===== config.mk =====
export PLATFORM = sky130hd
export DESIGN_NAME = svm_det_queue
export DESIGN_NICKNAME = d
export VERILOG_FILES = /design/src/rtl/hog_svm_pkg.sv /design/src/rtl/det_fifo.sv /design/src/rtl/svm_det_queue.sv
export SDC_FILE = /design/constraint.sdc
export NUM_CORES = 1
export LEC_CHECK = 0
export ABC_AREA = 0
export ABC_CLOCK_PERIOD_IN_PS = 11900
export CAP_MARGIN = 20
export CORE_ASPECT_RATIO = 0.7
export CORE_MARGIN = 5
export CORE_UTILIZATION = 40
export CTS_CLUSTER_SIZE = 8
export DETAILED_ROUTE_END_ITERATION = 12
export HOLD_SLACK_MARGIN = 0.03
export PLACE_DENSITY = 0.55
export SYNTH_ARGS = -nofsm -noshare
export SYNTH_HDL_FRONTEND = slang
export SYNTH_SLANG_ARGS = --single-unit

===== constraint.sdc =====
create_clock -name clk -period 11.9 [get_ports clk]
set_input_delay 1.19 -clock clk [delete_from_list [all_inputs] [get_ports clk]]
set_output_delay 1.19 -clock clk [all_outputs]
set_load 0.05 [all_outputs]

===== src/rtl/hog_svm_pkg.sv =====
// Shared definitions for the HOG/SVM detection path: default field widths,
// the queued detection record and a saturating counter helper.
package hog_svm_pkg;

  localparam int DEF_FEA_W = 16;
  localparam int DEF_SW_W  = 11;
  localparam int DEF_CH_W  = 3;

  typedef struct packed {
    logic [DEF_CH_W-1:0]  ch;
    logic [DEF_SW_W-1:0]  sw_id;
    logic [DEF_FEA_W-1:0] score;
  } det_entry_t;

  // Adds inc to value and clamps the result at max_val instead of wrapping.
  function automatic logic [31:0] sat_add(input logic [31:0] value,
                                          input logic [31:0] inc,
                                          input logic [31:0] max_val);
    logic [32:0] sum;
    sum = {1'b0, value} + {1'b0, inc};
    sat_add = (sum > {1'b0, max_val}) ? max_val : sum[31:0];
  endfunction

endpackage


===== src/rtl/det_fifo.sv =====
// Synchronous show-ahead FIFO of detection records; push is accepted on a
// full FIFO when a pop happens in the same cycle.
module det_fifo import hog_svm_pkg::*; #(
  parameter type T     = det_entry_t,
  parameter int  DEPTH = 16
) (
  input  logic clk,
  input  logic rst,
  input  logic push,
  input  T     push_data,
  input  logic pop,
  output T     head,
  output logic empty,
  output logic full
);

  localparam int AW = $clog2(DEPTH);

  T               mem [DEPTH];
  logic [AW-1:0]  wr_ptr;
  logic [AW-1:0]  rd_ptr;
  logic [AW:0]    count;
  logic           do_push;
  logic           do_pop;

  assign do_pop  = pop && !empty;
  assign do_push = push && (!full || do_pop);

  always_ff @(posedge clk) begin
    if (rst) begin
      wr_ptr <= '0;
      rd_ptr <= '0;
      count  <= '0;
    end else begin
      if (do_push) wr_ptr <= wr_ptr + AW'(1);
      if (do_pop)  rd_ptr <= rd_ptr + AW'(1);
      case ({do_push, do_pop})
        2'b10:   count <= count + (AW+1)'(1);
        2'b01:   count <= count - (AW+1)'(1);
        default: count <= count;
      endcase
    end
  end

  always_ff @(posedge clk) begin
    if (do_push) mem[wr_ptr] <= push_data;
  end

  assign empty = (count == '0);
  assign full  = (count == (AW+1)'(DEPTH));
  // Storage is not reset, so the head reads as zero while nothing is queued.
  assign head  = empty ? '0 : mem[rd_ptr];

endmodule


===== src/rtl/svm_det_queue.sv =====
// Multi-channel SVM detection collector: per-channel pending score, threshold
// compare, round-robin push into a shared FIFO. Stats counters: SVM_DET_STATS_EN.
module svm_det_queue import hog_svm_pkg::*; #(
  parameter int N_CH  = 2,
  parameter int FEA_W = DEF_FEA_W,
  parameter int SW_W  = DEF_SW_W,
  parameter int DEPTH = 16,
  parameter int CNT_W = 16,
  parameter int CH_W  = DEF_CH_W
) (
  input  logic                  clk,
  input  logic                  rst,
  input  logic [N_CH-1:0]       i_valid,
  input  logic [N_CH*FEA_W-1:0] i_score,
  input  logic [N_CH*SW_W-1:0]  i_sw_id,
  input  logic                  thr_load,
  input  logic [CH_W-1:0]       thr_ch,
  input  logic [FEA_W-1:0]      thr_data,
  output logic                  o_valid,
  input  logic                  o_ready,
  output logic [CH_W-1:0]       o_ch,
  output logic [SW_W-1:0]       o_sw_id,
  output logic [FEA_W-1:0]      o_score,
  output logic                  full,
  output logic [CNT_W-1:0]      drop_cnt,
  output logic [CNT_W-1:0]      det_cnt
);

  typedef struct packed {
    logic [CH_W-1:0]  ch;
    logic [SW_W-1:0]  sw_id;
    logic [FEA_W-1:0] score;
  } entry_t;

  logic signed [FEA_W-1:0] p_score [N_CH];
  logic [SW_W-1:0]         p_sw    [N_CH];
  logic signed [FEA_W-1:0] thr     [N_CH];
  logic [N_CH-1:0]         pend;
  logic [N_CH-1:0]         pass;
  logic [N_CH-1:0]         grant;
  logic [N_CH-1:0]         clr;
  logic [CH_W-1:0]         rr_ptr;
  logic                    grant_any;
  logic [CH_W-1:0]         grant_ch;
  logic                    pop;
  logic                    can_push;
  logic                    fifo_full;
  logic                    fifo_empty;
  entry_t                  push_entry;
  entry_t                  head;

  // Host side is strict valid/ready: an entry transfers on any cycle where
  // o_valid && o_ready; o_* hold steady while o_valid is high and o_ready low.
  assign pop      = o_valid && o_ready;
  assign can_push = !fifo_full || pop;

  always_comb begin
    for (int c = 0; c < N_CH; c++) begin
      pass[c] = pend[c] && (p_score[c] > thr[c]);
    end
  end

  // Round robin: first passing channel at or above rr_ptr, else wrap to below.
  always_comb begin
    grant_any = 1'b0;
    grant_ch  = '0;
    for (int c = 0; c < N_CH; c++) begin
      if (can_push && !grant_any && pass[c] && (c >= int'(rr_ptr))) begin
        grant_any = 1'b1;
        grant_ch  = CH_W'(c);
      end
    end
    for (int c = 0; c < N_CH; c++) begin
      if (can_push && !grant_any && pass[c] && (c < int'(rr_ptr))) begin
        grant_any = 1'b1;
        grant_ch  = CH_W'(c);
      end
    end
  end

  always_comb begin
    push_entry = '0;
    for (int c = 0; c < N_CH; c++) begin
      grant[c] = grant_any && (grant_ch == CH_W'(c));
      clr[c]   = pend[c] && (!pass[c] || grant[c]);
      if (grant[c]) begin
        push_entry.ch    = CH_W'(c);
        push_entry.sw_id = p_sw[c];
        push_entry.score = p_score[c];
      end
    end
  end

  always_ff @(posedge clk) begin
    if (rst) begin
      pend   <= '0;
      rr_ptr <= '0;
      for (int c = 0; c < N_CH; c++) thr[c] <= '0;
    end else begin
      for (int c = 0; c < N_CH; c++) begin
        if (i_valid[c])  pend[c] <= 1'b1;
        else if (clr[c]) pend[c] <= 1'b0;
        // Selects of thr_ch >= N_CH match no channel and are dropped.
        if (thr_load && (thr_ch == CH_W'(c))) thr[c] <= thr_data;
      end
      if (grant_any) begin
        rr_ptr <= (int'(grant_ch) == N_CH - 1) ? '0 : grant_ch + CH_W'(1);
      end
    end
  end

  always_ff @(posedge clk) begin
    for (int c = 0; c < N_CH; c++) begin
      if (i_valid[c]) begin
        p_score[c] <= i_score[c*FEA_W +: FEA_W];
        p_sw[c]    <= i_sw_id[c*SW_W +: SW_W];
      end
    end
  end

  det_fifo #(
    .T     (entry_t),
    .DEPTH (DEPTH)
  ) u_fifo (
    .clk       (clk),
    .rst       (rst),
    .push      (grant_any),
    .push_data (push_entry),
    .pop       (pop),
    .head      (head),
    .empty     (fifo_empty),
    .full      (fifo_full)
  );

  assign o_valid = !fifo_empty;
  assign o_ch    = head.ch;
  assign o_sw_id = head.sw_id;
  assign o_score = head.score;
  assign full    = fifo_full;

`ifdef SVM_DET_STATS_EN
  localparam logic [31:0] CNT_MAX = 32'({CNT_W{1'b1}});

  logic [N_CH-1:0]  drop;
  logic [CNT_W-1:0] drop_q;
  logic [CNT_W-1:0] det_q;

  // A drop is a new strobe landing on a pending entry that is not leaving.
  assign drop = i_valid & pend & ~clr;

  always_ff @(posedge clk) begin
    if (rst) begin
      drop_q <= '0;
      det_q  <= '0;
    end else begin
      drop_q <= CNT_W'(sat_add(32'(drop_q), 32'($countones(drop)), CNT_MAX));
      det_q  <= CNT_W'(sat_add(32'(det_q), 32'(grant_any), CNT_MAX));
    end
  end

  assign drop_cnt = drop_q;
  assign det_cnt  = det_q;
`else
  assign drop_cnt = '0;
  assign det_cnt  = '0;
`endif

endmodule


==> flow_metrics.tcl, run 1 <==
set metrics [dict create \
    critical_path.slowest_cell "buf_4" \
    p_comb_share_pct 21.9 \
    crit_type "flop to output port" \
    grt.overflow.total 0 \
    synth_cells 1087 \
    p_int_w 0.003924 \
    clk_path_buf_depth 3 \
    synth_cell_types 54 \
    status "finished, final reports clean" \
    antenna_found_initial 0 \
    cts.repair.resized 0 \
    netSwitchingPower_w 0.001561 \
    yosysWarnings 0 \
    numCtsBuffers 79 \
    synth_commonest_cells "edfxtp_1 (534), mux4_2 (140), and2_1 (47)" \
    rsz0062_at_grt "false" \
    ys_seq_area_share_pct 74.02 \
    drt_iter0_markers 805 \
    endpoint_kind "output port" \
    avgViaCountPerCell 5.333 \
    grt_max_degree 69 \
    core_um2 55130 \
    wl_met3_mm 2.545 \
    synth_edf_count 534 \
    cp-start-kind "flop" \
    crit_path_max_fanout 68 \
    root_buffer "clkbuf_16" \
    tightestPinTransition_ns 1.043 \
    netlist_top_cells_area "edfxtp_1 (72%), mux4_2 (14%), ha_1 (2.3%)" \
    rows 72 \
    num-fill-cells 4544 \
    synth.avg_cell_area_um2 20.43 \
    route.detailed.drc 0 \
    power_leakage_nw 8.628 \
    routedWlPerCell_um 25.23 \
    synth_seq_cells 554 \
    drt-total-wl_mm 50.99 \
    initial_core_util_pct 40.27 \
    drive_gt1_share_pct 22.40 \
    post-cts-setup-buffer-count 0 \
    synth_top_area_share_pct 72.22 \
    yosysTopAreaCell "edfxtp_1" \
    setup-violations-final 0 \
    fin_skew_ns 0.03007 \
    wl_met2_mm 24.01 \
    post-dp-hpwl_mm 27.62 \
    ant_nets 0 \
    fmax_ghz 0.1853 \
    design_area_um2 26330 \
    placed_area_um2 24190 \
    die_area_um2 60400 \
    arrival_ns 4.21 \
    crit_required_ns 10.71 \
    cpMostUsedCell "mux4_2" \
    slew_violations 0 \
    nets 1376 \
    p_seq_share_pct 42.2 \
    cts_tree "yes" \
    clk_pin_slew_ns 0.05 \
    num_antenna_cells 0 \
    switching_share_pct 28.46 \
    die_h_um 207.1 \
    hold_path_class "flop to flop" \
    netlist_area_um2 22200 \
    power_w 0.005484 \
    synth_flop_cell "edfxtp_1" \
    die_w_um 291.6 \
    track_usage_pct 16.86 \
    relSlewSlack_pct 30.46 \
    hold_buffers 0 \
    min_period_over_period_pct 45.34 \
    firstDrtPassIters 5 \
    cp_cell_sequence "buf_4 -> mux4_2 -> mux4_2 -> and2_1 -> clkdlybuf4s50_1" \
    met1Wirelength_mm 23.63 \
    hold_viol 0 \
    finalCriticalPeriod_ns 5.395 \
    grt_pass1_wl_mm 75.73 \
    power.density_nw_per_um2 208.3 \
    tns_ns 0 \
    gp_congestion 0.7565 \
    cts_sinks 554 \
    grt_pass1_vias 11190 \
    io_buffers 108 \
    async_flop_share_pct 0 \
    synth.most_common_cell "edfxtp_1" \
    vdd_ir_drop_max_mv 0.09731 \
    clk_latency_ns 0.60 \
    critPathMaxStageDelay_ns 0.91 \
    io_pins 143 \
    cap_violations 0 \
    top_layer_used "met4" \
    htree_levels 3 \
    syn_to_final_growth_pct 18.57 \
    via_count 10780 \
    pwr-share-clk_pct 35.9 \
]
==> sequential cells by signal (all words and copies together) (netlist names), named ones only <==
name	flops
p_sw	22
pend	2
u_fifo.count	5
thr	32
u_fifo.wr_ptr	4
u_fifo.mem	448
u_fifo.rd_ptr	4
p_score	32
rr_ptr	1
==> worst max-delay path: cells and delay by family (launching register included) <==
kind / cells / cell delay (ns)
buffers and inverters: 2 / 1.64
muxes: 2 / 0.91
DFF: 1 / 0.79
and+or+nand+nor: 1 / 0.23
==> placed cells by master (no fill, tap or decap), types with 22 or more instances in the layout <==
cell / n
a22o_1: 27
and2_1: 47
buf_4: 30
clkbuf_1: 22
clkbuf_16: 80
clkdlybuf4s50_1: 106
conb_1: 34
edfxtp_1: 534
ha_1: 41
inv_1: 40
mux4_2: 140
==> stage by stage <==
step,std cells,hold WS (ns),worst slack [ns],utilization [%]
floorplan,1120,0.4748,6.509,-
global placement,1914,0.4896,7.051,43.88
detailed placement,1914,0.5099,7.050,43.88
CTS,2021,0.5177,6.400,47.75
global route,2021,0.5465,6.242,47.75
finish,2021,0.5195,6.505,47.75
==> cell type report <==
class	instances	area, um2	share of cell area (%)
Clock buffer	102	2085	7.917
Clock inverter	5	50.05	0.1901
Inverter	41	153.9	0.5845
Multi-Input combinational cell	441	5371	20.40
Sequential cell	554	16450	62.47
Tap cell	740	925.9	3.517
Timing Repair Buffer	138	1296	4.923
==> routing by layer <==
layer,vias up,track usage [%]
li1,4684,-
met1,5731,25.34
met2,297,25.88
met3,67,3.212
met4,0,3.866
met5,-,0
==> final timing paths <==
path	depth (start not counted)	to	from	slack (ns)
min reg2reg	2	u_fifo.count[4]	u_fifo.count[4]	0.52
max reg2reg	18	u_fifo.count[4]	p_score[0][31]	7.47
max	5	o_score[8]	flop	6.50
min	2	u_fifo.count[4]	u_fifo.count[4]	0.52
==> power groups by stage <==
stage / sequential, W / combinational, W / clock, W
final: 0.00232 / 0.00120 / 0.00197
after global routing: 0.00232 / 0.00128 / 0.00211
after CTS: 0.00232 / 0.00122 / 0.00202
after detailed placement: 0.00235 / 0.00122 / 0
after global placement: 0.00235 / 0.00121 / 0
after floorplan: 0.00232 / 0.000843 / 0
==> kinds of logic (layout without fill, tap and decap cells) <==
family	count (synthesis)	after routing	synth area share, %
and+or+nand+nor	143	143	3.753
muxes	145	145	14.43
DFF	554	554	74.02
AOI/OAI and AO/OA	70	70	2.277
xor gates and xnor gates	7	7	0.2761
buffers and inverters	125	286	2.823
other	1	34	0.01689
adders and majority gates	42	42	2.401
Note: power is estimated with default switching activity, not from simulation.
==> inputs of run 2 (changes only) <==
--- a/config.mk
+++ b/config.mk
@@ -6,7 +6,7 @@
 export NUM_CORES = 1
 export LEC_CHECK = 0
 export ABC_AREA = 0
-export ABC_CLOCK_PERIOD_IN_PS = 11900
+export ABC_CLOCK_PERIOD_IN_PS = 5400
 export CAP_MARGIN = 20
 export CORE_ASPECT_RATIO = 0.7
 export CORE_MARGIN = 5
==> constraint.sdc (replaced) <==
create_clock -name clk -period 5.4 [get_ports clk]
set_input_delay 0.54 -clock clk [delete_from_list [all_inputs] [get_ports clk]]
set_output_delay 0.54 -clock clk [all_outputs]
set_load 0.05 [all_outputs]
==> run 2 against run 1 <==
  * Sequential power grew 120%
  * Sequential share of layout area shrank 0.36 points
  * Core utilization rose by 0.28 points
  * Register-to-register slack got worse by 6.5 ns
  * Combinational power is 120% higher
  * Design area up 0.58%
  * Critical path depth grew 4
  * Routed wire length decreased by 0.56%
  * Worst setup slack worse by 5.5 ns
  * Count of clock-buffer cells in the layout stayed put
  * Critical endpoint is now u_fifo.mem[2][16]
  * Largest power group unchanged
==> flow_metrics.tcl, run 2 (synthesis results as in run 1) <==
set metrics [dict create \
    die_h_um 207.1 \
    placed_area_um2 24290 \
    rsz0062_at_grt "false" \
    whs_endpoint "p_sw[0][9]" \
    crit_required_ns 5.72 \
    fmax_ghz 0.2258 \
    endpoint_kind "flop" \
    design_area_um2 26480 \
    holdPathStages 1 \
    grt.overflow.total 0 \
    crit_path_max_fanout 26 \
    power_leakage_nw 8.716 \
    hold_path_class "input port to flop" \
    numCtsBuffers 79 \
    drive_gt1_share_pct 23.02 \
    grt_pass1_vias 11560 \
    arrival_ns 4.74 \
    power.density_nw_per_um2 460.6 \
    critical_path.slowest_cell "mux2i_1" \
    status "finished, final reports clean" \
    io_pins 143 \
    rows 72 \
    ant_nets 0 \
    largest_reg_flops 448 \
    fin_skew_ns 0.01667 \
    critPathMaxStageDelay_ns 0.64 \
    reg_top3 "u_fifo.mem x448, p_score x32, thr x32" \
    final_cell_mix "edfxtp_1 (534), mux4_2 (140), clkdlybuf4s50_1 (106), clkbuf_16 (82), and2_1 (47)" \
    cp-startpoint "p_score[0][31]" \
    tns_ns 0 \
    routedWlPerCell_um 24.98 \
    setup_ws_ns 0.9711 \
    reg2regPathDepth 9 \
    drt_iter0_markers 954 \
    r2r_slack_ns 0.97 \
    relSlewSlack_pct 32.36 \
    worstReg2RegStart "p_score[0][31]" \
    cts.repair.resized 0 \
    cp-start-kind "flop" \
    num-fill-cells 4574 \
    antenna_found_initial 0 \
    worst-path-buf-inv 1 \
    syn_to_final_growth_pct 19.26 \
    initial_core_util_pct 40.27 \
    min_period_over_period_pct 82.02 \
    drt-total-wl_mm 50.71 \
    post-dp-hpwl_mm 29.31 \
    die_area_um2 60400 \
    min_from "i_sw_id[9]" \
    setup-violations-final 0 \
    slew_violations 0 \
    clk_path_buf_depth 3 \
    hold_buffers 0 \
    final_common_cell "edfxtp_1" \
    finalCriticalPeriod_ns 4.429 \
    io_buffers 108 \
    r2r_end "u_fifo.mem[2][16]" \
    firstDrtPassIters 5 \
    cts_sinks 554 \
    grt_pass1_wl_mm 75.52 \
    root_buffer "clkbuf_16" \
    avgViaCountPerCell 5.320 \
    cp_top_family "compound AO/OA/AOI/OAI gates" \
    grt_max_degree 49 \
    num_antenna_cells 0 \
    htree_levels 3 \
    die_w_um 291.6 \
    core_um2 55130 \
    clk_pin_slew_ns 0.05 \
    dp_slack_ns 1.105 \
    cts_tree "yes" \
    track_usage_pct 16.77 \
    cp_cell_sequence "ha_1 -> and4_1 -> nand4_1 -> a211oi_1 -> nor3_2 -> mux2i_1 -> o31a_2 -> buf_4 -> a22o_1" \
    post-cts-setup-buffer-count 0 \
    crit_type "flop to flop" \
    route.detailed.drc 0 \
    vdd_ir_drop_max_mv 0.2246 \
    seqCellArea_um2 16450 \
    hold_viol 0 \
    via_count 10800 \
    clk_latency_ns 0.60 \
    multiInputGateArea_um2 5371 \
    top_register "u_fifo.mem" \
    cap_violations 0 \
    tightestPinTransition_ns 1.015 \
    gp_congestion 0.7927 \
    worst_hold_slack_ns 0.4951 \
    nets 1385 \
]
[run 2: layout make-up]
class                      instances  area share (%)
inverter                          41          0.5812
tap                              740           3.497
timing repair buffer             147           5.245
clock buffer                     102           8.033
clock inverter                     5          0.2552
sequential                       554           62.11
multi-input combinational        441           20.28
[run 2: where the power goes]
part	internal, W	total (W)	switching (W)
Clock	0.00275	0.00443	0.00167
Sequential	0.00499	0.00512	0.000128
Combinational	0.00103	0.00265	0.00162
Total	0.00877	0.0122	0.00342
[run 2: routing by layer]
| layer | routed length [um] | vias up | track usage [%] |
|---|---|---|---|
| met2 | 23390 | 313 | 25.46 |
| met4 | 1022 | 0 | 4.437 |
| met5 | 0 | - | 0 |
| met3 | 2681 | 79 | 3.308 |
| li1 | - | 4720 | - |
| met1 | 23610 | 5688 | 25.15 |
[run 2: worst max-delay path by stage]
stage / endpoint / slack (ns) / cells after the start
after detailed placement: u_fifo.mem[7][16] / 1.10 / 9
after floorplan: u_fifo.mem[10][0] / 0.009 / 9
after global routing: u_fifo.mem[8][16] / 0.78 / 9
final: u_fifo.mem[2][16] / 0.97 / 9
after global placement: u_fifo.mem[4][16] / 1.30 / 9
after CTS: o_score[7] / 0.88 / 5
[run 2: through the flow]
stage	power, W	std cells	util, %
floorplan	0.006970	1120	-
global placement	0.007867	1923	44.05
detailed placement	0.007889	1923	44.05
CTS	0.01236	2030	48.03
global route	0.01270	2030	48.03
finish	0.01220	2030	48.03
[run 2: worst register-to-register path: stages (launching register included)]
cell      delay [ns]
edfxtp_1        0.38
ha_1            0.39
and4_1          0.27
nand4_1         0.27
a211oi_1        0.42
nor3_2          0.14
mux2i_1         0.64
o31a_2          0.62
buf_4           0.44
a22o_1          0.57
==> inputs of run 3 (changes only) <==
--- a/config.mk
+++ b/config.mk
@@ -6,7 +6,7 @@
 export NUM_CORES = 1
 export LEC_CHECK = 0
 export ABC_AREA = 0
-export ABC_CLOCK_PERIOD_IN_PS = 5400
+export ABC_CLOCK_PERIOD_IN_PS = 4000
 export CAP_MARGIN = 20
 export CORE_ASPECT_RATIO = 0.7
 export CORE_MARGIN = 5
@@ -14,7 +14,7 @@
 export CTS_CLUSTER_SIZE = 8
 export DETAILED_ROUTE_END_ITERATION = 12
 export HOLD_SLACK_MARGIN = 0.03
-export PLACE_DENSITY = 0.55
+export PLACE_DENSITY = 0.57
 export SYNTH_ARGS = -nofsm -noshare
 export SYNTH_HDL_FRONTEND = slang
 export SYNTH_SLANG_ARGS = --single-unit
==> constraint.sdc (replaced) <==
create_clock -name clk -period 4 [get_ports clk]
set_input_delay 0.4 -clock clk [delete_from_list [all_inputs] [get_ports clk]]
set_output_delay 0.4 -clock clk [all_outputs]
set_load 0.05 [all_outputs]
==> run 3 against run 2 <==
  * Design area rose by 0.92%
  * Flip-flop and latch count did not move
  * Worst setup slack got worse by 0.81 ns
  * Largest cell class unchanged
  * Highest routed layer unchanged
==> flow_metrics.tcl, run 3 (synthesis results as in run 1) <==
set metrics [dict create \
    reg_top3 "u_fifo.mem x448, p_score x32, thr x32" \
    cp-start-kind "flop" \
    numCtsBuffers 79 \
    setup-violations-final 0 \
    grt.overflow.total 0 \
    holdPathStages 1 \
    cap_violations 0 \
    fin_skew_ns 0.01833 \
    syn_to_final_growth_pct 20.36 \
    route.detailed.drc 0 \
    via_count 10780 \
    power_leakage_nw 8.820 \
    die_h_um 207.1 \
    fmax_ghz 0.2602 \
    grt_pass1_vias 11240 \
    tns_ns 0 \
    nets 1393 \
    core_um2 55130 \
    antenna_found_initial 2 \
    rsz0062_at_grt "true" \
    arrival_ns 4.33 \
    hold_viol 0 \
    wl_met2_mm 23.61 \
    largest_reg_flops 448 \
    relSlewSlack_pct 33.98 \
    grt_pass1_wl_mm 74.64 \
    avgViaCountPerCell 5.314 \
    ant_nets 0 \
    firstDrtPassIters 5 \
    drt_iter0_markers 918 \
    tightestPinTransition_ns 0.9871 \
    utilization_pct 48.47 \
    routedWlPerCell_um 24.70 \
    io_buffers 108 \
    die_area_um2 60400 \
    top_layer_used "met4" \
    final_cell_mix "edfxtp_1 (534), mux4_2 (140), clkdlybuf4s50_1 (106), clkbuf_16 (81), and2_1 (47)" \
    post-dp-hpwl_mm 28.95 \
    endpoint_kind "flop" \
    root_buffer "clkbuf_16" \
    crit_required_ns 4.49 \
    status "finished, final reports clean" \
    clk_path_buf_depth 3 \
    cts_sinks 554 \
    design_area_um2 26720 \
    min_period_over_period_pct 96.07 \
    grt_max_degree 38 \
    rows 72 \
    drive_gt1_share_pct 23.89 \
    finalCriticalPeriod_ns 3.843 \
    die_w_um 291.6 \
    top_register "u_fifo.mem" \
    wl_met3_mm 2.466 \
    gp_congestion 0.7675 \
    clk_pin_slew_ns 0.05 \
    drt-total-wl_mm 50.13 \
    num_antenna_cells 0 \
    cts_tree "yes" \
    clk_latency_ns 0.59 \
    slew_violations 0 \
    final_common_cell "edfxtp_1" \
    vdd_ir_drop_max_mv 0.3991 \
    crit_path_max_fanout 5 \
    initial_core_util_pct 40.27 \
    track_usage_pct 16.53 \
    power.density_nw_per_um2 615.0 \
    crit_type "flop to flop" \
    hold_path_class "input port to flop" \
    power_w 0.01644 \
    placed_area_um2 24560 \
    io_pins 143 \
    met1Wirelength_mm 23.40 \
    reg2regPathDepth 16 \
    htree_levels 3 \
]
run 3: repair_timing:
| item | 4_1_cts | 5_1_grt |
|---|---|---|
| hold endpoints to repair | 0 | 0 |
| hold buffers | 0 | 0 |
| endpoints found under the setup margin | 0 | 65 |
| resized for setup | 0 | 4 |
| buffers inserted | 0 | 1 |
run 3: critical path, cell delays in order (launching register included):
cell and delay [ns]:
edfxtp_1 0.39, ha_1 0.41, and4_1 0.28, nand2_1 0.07, o21ai_0 0.44, nor3_2 0.16
mux2i_1 0.20, nor2_2 0.23, ha_2 0.27, inv_1 0.08, fa_1 0.40, inv_1 0.07
a21o_1 0.11, a21oi_1 0.07, xnor2_1 0.13, or3_1 0.30, a21oi_1 0.14
run 3: routing by layer:
layer	track usage, %	up-vias
li1	-	4729
met1	24.47	5708
met3	3.233	61
met4	3.638	0
met5	0	-
met2	25.83	285
run 3: final timing paths:
path | slack, ns | from | end
setup / recovery | 0.16 | p_score[0][31] | u_fifo.count[4]
hold / removal | 0.37 | i_score[23] | p_score[0][23]
setup reg to reg | 0.16 | p_score[0][31] | u_fifo.count[4]
hold reg to reg | 0.52 | u_fifo.rd_ptr[3] | flop
run 3: cell type report:
class | instances | area (um2)
repair buffers | 155 | 1624
clock buffers | 93 | 2072
well taps | 740 | 925.9
clock inverters | 5 | 71.32
inverters | 41 | 153.9
fillers | 4552 | 28410
flip-flops and latches | 554 | 16450
multi-input cells | 441 | 5431
run 3: stage by stage:
stage               setup WS [ns]  hold WS (ns)  std cells
finish                     0.1573        0.3740       2029
global route             -0.03396        0.3594       2029
CTS                       0.07612        0.3371       2028
detailed placement        0.08311        0.5192       1930
global placement           0.1840        0.5072       1930
floorplan                  -1.391        0.4748       1120
run 3: power by group:
part	leakage [nW]	switching [W]	internal, W
Combinational	2.63	0.00225	0.00143
Clock	1.05	0.00224	0.00365
Sequential	5.14	0.000121	0.00674
